**config.mk**
```make
export PLATFORM = sky130hd
export DESIGN_NAME = clock_divider_bank
export DESIGN_NICKNAME = d
export VERILOG_FILES = /design/src/rtl/clock_divider_bank.sv
export SDC_FILE = /design/constraint.sdc
export NUM_CORES = 1
export LEC_CHECK = 0
export ABC_AREA = 1
export CAP_MARGIN = 20
export CELL_PAD_IN_SITES_DETAIL_PLACEMENT = 1
export CELL_PAD_IN_SITES_GLOBAL_PLACEMENT = 1
export CORE_ASPECT_RATIO = 0.75
export CORE_UTILIZATION = 44
export DETAILED_ROUTE_END_ITERATION = 7
export PLACE_DENSITY_LB_ADDON = 0.1
export SYNTH_ARGS = -nofsm -noshare
export SYNTH_HDL_FRONTEND = slang
export SYNTH_SLANG_ARGS = --single-unit
```
**constraint.sdc**
```tcl
create_clock -name clk -period 2.84 [get_ports clk]
set_clock_uncertainty 0.1 [all_clocks]
set_input_delay 0.568 -clock clk [delete_from_list [all_inputs] [get_ports clk]]
set_output_delay 0.568 -clock clk [all_outputs]
set_load 0.02 [all_outputs]
```
**src/rtl/clock_divider_bank.sv**
```systemverilog
// Bank of N_CH programmable 50%-duty clock dividers with glitch-free divisor update and common sync.
// Optional CLOCK_DIVIDER_BANK_PAUSE_EN adds a pause input that freezes all channels without phase loss.
module clock_divider_bank #(
  parameter int unsigned N_CH  = 2,
  parameter int unsigned CNT_W = 32
) (
  input  logic                  clk,
  input  logic                  rst,
  input  logic [N_CH*CNT_W-1:0] div_in,
  input  logic [N_CH-1:0]       en,
  input  logic                  sync,
`ifdef CLOCK_DIVIDER_BANK_PAUSE_EN
  input  logic                  pause,
`endif
  output logic [N_CH-1:0]       clk_out,
  output logic [N_CH-1:0]       tick,
  output logic [N_CH-1:0]       busy
);

  logic [CNT_W-1:0] cnt    [N_CH];
  logic [CNT_W-1:0] shadow [N_CH];
  logic             hold;

`ifdef CLOCK_DIVIDER_BANK_PAUSE_EN
  assign hold = pause;
`else
  assign hold = 1'b0;
`endif

  // shadow only reloads at a half-period boundary (or when idle), so a new
  // divisor can never shorten the phase already in progress.
  always_ff @(posedge clk) begin
    for (int unsigned i = 0; i < N_CH; i++) begin
      if (!rst || sync) begin
        cnt[i]     <= '0;
        clk_out[i] <= 1'b0;
        tick[i]    <= 1'b0;
        shadow[i]  <= div_in[i*CNT_W +: CNT_W];
        busy[i]    <= rst ? en[i] : 1'b0;
      end else if (hold) begin
        tick[i] <= 1'b0;
      end else if (!en[i]) begin
        cnt[i]     <= '0;
        clk_out[i] <= 1'b0;
        tick[i]    <= 1'b0;
        busy[i]    <= 1'b0;
        shadow[i]  <= div_in[i*CNT_W +: CNT_W];
      end else begin
        busy[i] <= 1'b1;
        if (cnt[i] == shadow[i]) begin
          cnt[i]     <= '0;
          clk_out[i] <= ~clk_out[i];
          tick[i]    <= ~clk_out[i];
          shadow[i]  <= div_in[i*CNT_W +: CNT_W];
        end else begin
          cnt[i]  <= cnt[i] + CNT_W'(1);
          tick[i] <= 1'b0;
        end
      end
    end
  end

  for (genvar g = 0; g < N_CH; g++) begin : g_chk
    a_cnt_bound : assert property (@(posedge clk) rst |-> cnt[g] <= shadow[g]);
  end

endmodule

```
Word-level counts from Yosys, hierarchy flattened
Memories as Yosys holds them, arrays and structs flattened.
Cells that the tools add are included.
- add/sub/neg operators: 2
- equal/unequal tests: 2
- muxes and demuxes: 40
- bitwise operators: 16
- reductions and logical operators: 6
- operators with widths (operator ; count):
    32-bit two-way mux ; 10
    32-bit by 1-bit adder with 32-bit output (second input constant) ; 2
    32-bit equality test ; 2
    1-bit two-way mux ; 30
    1-bit OR ; 10
    1-bit inverter ; 6
    3-bit OR reduction ; 2
    2-bit OR reduction ; 2
    1-bit logical NOT ; 1
    1-bit logical OR ; 1
- bits in registers: 6
- memory bits (writable): 128
- bits of input ports: 69
- word-level logic and storage cells: 73
- memories: 2
- memory list (memory ; depth ; width ; rd ports ; clocked after Yosys merged registers in ; write ports ; RTL line ; RTL):
    cnt ; 2 ; 32 ; 2 ; 0 ; 2 ; 20 ; logic [CNT_W-1:0] cnt [N_CH];
    shadow ; 2 ; 32 ; 2 ; 0 ; 2 ; 21 ; logic [CNT_W-1:0] shadow [N_CH];

Longest topological paths before layout
An unclocked memory read counts as a cell.
- word-level depth: 8
- depth in mapped cells: 11

Least setup slack after synthesis
Ideal clock, no wire load.
- kind: flip-flop to flip-flop
- start point: mem cnt[0][5]
- end point: mem shadow[0][0] (enable)
- library setup time: 0.377 ns
- arrival time: 1.654 ns
- data required time: 2.363 ns
- slack: 0.708 ns
- stages on the path, launching flop included: 9
- buffers on the path: 1
- cell sequence: edfxtp_1 > xnor2_1 > nand2_1 > nor2_1 > nand2_1 > nor2_1 > nand2_1 > nand2_1 > buf_2
- RTL lines (what ; RTL line):
    start: declaration ; 20
    end: declaration ; 21

==> results.yml <==
routing:
  dr.pass1.iters: 4
  first_iter_violations: 274
  detail_route.wirelength_um: 17900
  post_drt_wl_per_cell_um: 16.1
  via_per_inst: 4.76
  num_vias: 5319
  drc: 0
  postRouteAntennaNets: 0
worst_setup_path:
  critPathLaunchType: "register"
  rrSetupSlack_ns: 0.53
  critPathBufInv: 2
  cpPeakStageDelay_ns: 0.44
  worstPathArrival_ns: 2.28
  path_cells: "inv_1 -> nand2_1 -> nand2_1 -> nand2_1 -> nor2_1 -> nand2_1 -> nor2_1 -> nand2_1 -> nand2_2 -> buf_4"
  slowest_stage: "edfxtp_1"
  reg2reg_from: "cnt[0][27]"
  crit_fanout: 34
  path_class: "register to register"
  cpMostUsedCell: "nand2_1"
  required_ns: 2.81
  reg2reg_to: "shadow[0][30]"
  path_delay_family: "simple AND/OR/NAND/NOR gates"
  critPathCaptureType: "register"
  r2r.worst_path.cells: 10
floorplan:
  pin_count: 75
  row_count: 39
  die-area_um2: 16300
  initial_utilization: 0.452
  die_w_um: 147
  die_h_um: 111
  coreArea_um2: 15300
power_and_ir_drop:
  p_leak_nw: 3.44
  power.switching_w: 0.00109
  power.density_nw_per_um2: 572
  combPwrFrac: 0.072
  seqPwrFrac: 0.474
  ir_worst_vdd_v: 0.000367
  p_sw_frac: 0.217
  p_int_w: 0.00392
  clkPwrFrac: 0.454
sta:
  worst_slack_ns: 0.530
  fmax_mhz: 433
  tightest_slew_ns: 0.522
  finalHoldViolations: 0
  rsz0062_at_grt: "no"
  report.final.slew_viol_count: 0
  holdWs_ns: 0.405
  tns_ns: 0
  fin_crit_ns: 2.31
  timing.slew.headroom: 0.651
  setup_viol: 0
  fin_crit_sh: 0.813
finish:
  nNetsFinal: 970
  final_common_cell: "nand2_1"
  n_antenna_cell: 0
  final_cell_mix: "214 x nand2_1, 141 x nor2_1, 128 x edfxtp_1, 80 x inv_1, 74 x clkdlybuf4s50_1"
  area_delta_synth_final_pct: 26.5
  utilization: 0.572
  drive_above_1_share: 0.0526
clock_tree:
  cts_sinks: 134
  postCtsHoldBufs: 0
  root_buffer: "clkbuf_16"
  postCtsSetupRepairBufs: 0
  ctsResizeCount: 0
  numCtsBuffers: 17
  clk_path_buf_depth: 2
  htreeDepth: 4
  clock_latency_ns: 0.42
  cts_tree: "built"
  cts.clk_slew.worst_paths_ns: 0.05
placement:
  gp_congestion: 0.861
  pre_cts_ws_ns: 0.483
  portBuffers: 74
  dp_hpwl_um: 13500
hold_path:
  min_to: "clk_out[0]"
  hold_class: "register to register"
  hold_depth: 2
  hp-start: "clk_out[0]"
logic_synthesis:
  yosysWarningCount: 0
  synth_seq_area_share: 0.572
  netlist-cell-type-count: 27
  synth_area_per_cell_um2: 9.30
  ys_ff_latch: 134
  syn-cell-area_um2: 6930
  synth_cells: 745
grt:
  grt_util_all_layers: 0.238
  grt_pass1_wl_um: 29000
  antenna_found_initial: 0
  grt_pass1_vias: 5701
  grt_overflow: 0
  grt_max_degree: 35
run_status:
  status: "finished, final reports clean"
flow_run:
  maxCapViolations: 0
[metrics by stage]
stage / cell area (um2) / cells / total power, W
3_3_place_gp: 8170 / 1085 / 0.00275
5_1_grt: 8760 / 1117 / 0.00519
3_5_place_dp: 8170 / 1085 / 0.00277
6_report: 8760 / 1117 / 0.00501
2_1_floorplan: 7160 / 808 / 0.00259
4_1_cts: 8760 / 1117 / 0.00505
[routing by layer]
layer	global-route usage	vias to the layer above	share of wire
met5	0	-	0
met4	0.0742	0	0.010
met3	0.0576	13	0.053
met2	0.358	118	0.44
met1	0.340	2575	0.50
li1	-	2613	-
[tightest hold or removal path, stage by stage (launching register included)]
cell and delay, ns:
dfxtp_1 0.33, nand3_1 0.09, nand2_1 0.05
[state kept, by name (all words and copies together), names as in the netlist]
register,flops
busy,2
cnt,64
clk_out,2
tick,2
shadow,64
[cells in the mapped netlist (all sizes together)]
master	number	area, um2
or2	1	6.26
edfxtp	128	3840
nand4	8	50.1
inv	80	300
dfxtp	6	120
nand3b	6	45.0
and2	2	12.5
clkinv	1	5.00
nor3	18	111
conb	1	3.75
xnor2	63	552
nand2	218	828
nand3	24	130
buf	6	30.0
o21ai	1	5.00
o21bai	1	7.51
and3	1	6.26
nor2	148	583
xor2	30	263
ha	2	25.0
[cells by family (layout without fill, tap and decap cells)]
| logic type | count (synthesis) | count (layout) | synth area share |
|---|---|---|---|
| compound gates | 2 | 2 | 0.00181 |
| xor+xnor | 93 | 93 | 0.118 |
| fa+ha+maj | 2 | 2 | 0.00361 |
| buf+inv | 87 | 191 | 0.0484 |
| simple gates | 426 | 426 | 0.256 |
| other cells | 1 | 64 | 0.000541 |
| flops | 134 | 134 | 0.572 |
[power by group through the flow]
stage                     Clock [W]  Combinational, W  Sequential, W
after floorplan                   0          0.000205        0.00239
after global placement            0          0.000338        0.00241
after detailed placement          0          0.000355        0.00242
after CTS                   0.00231          0.000362        0.00238
after global routing        0.00239          0.000404        0.00239
final                       0.00227          0.000361        0.00238
[worst max-delay path by stage]
stage	cells after the start	start	slack, ns	end
after floorplan	8	cnt[0][5]	0.71	shadow[0][0]
after global placement	10	cnt[0][27]	0.60	shadow[0][30]
after detailed placement	11	cnt[0][27]	0.48	cnt[0][7]
after CTS	11	cnt[0][27]	0.46	cnt[0][7]
after global routing	11	cnt[0][27]	0.29	cnt[0][16]
final	10	cnt[0][27]	0.53	shadow[0][30]
[area by class of cell]
type,count,area [um2]
clock buffers,20,437
clock inverters,12,159
fillers,1782,6560
inverters,81,305
multi-input cells,587,2870
flip-flops and latches,134,3960
well taps,205,256
repair buffers,78,771
Power figures use the tool's default switching activity.
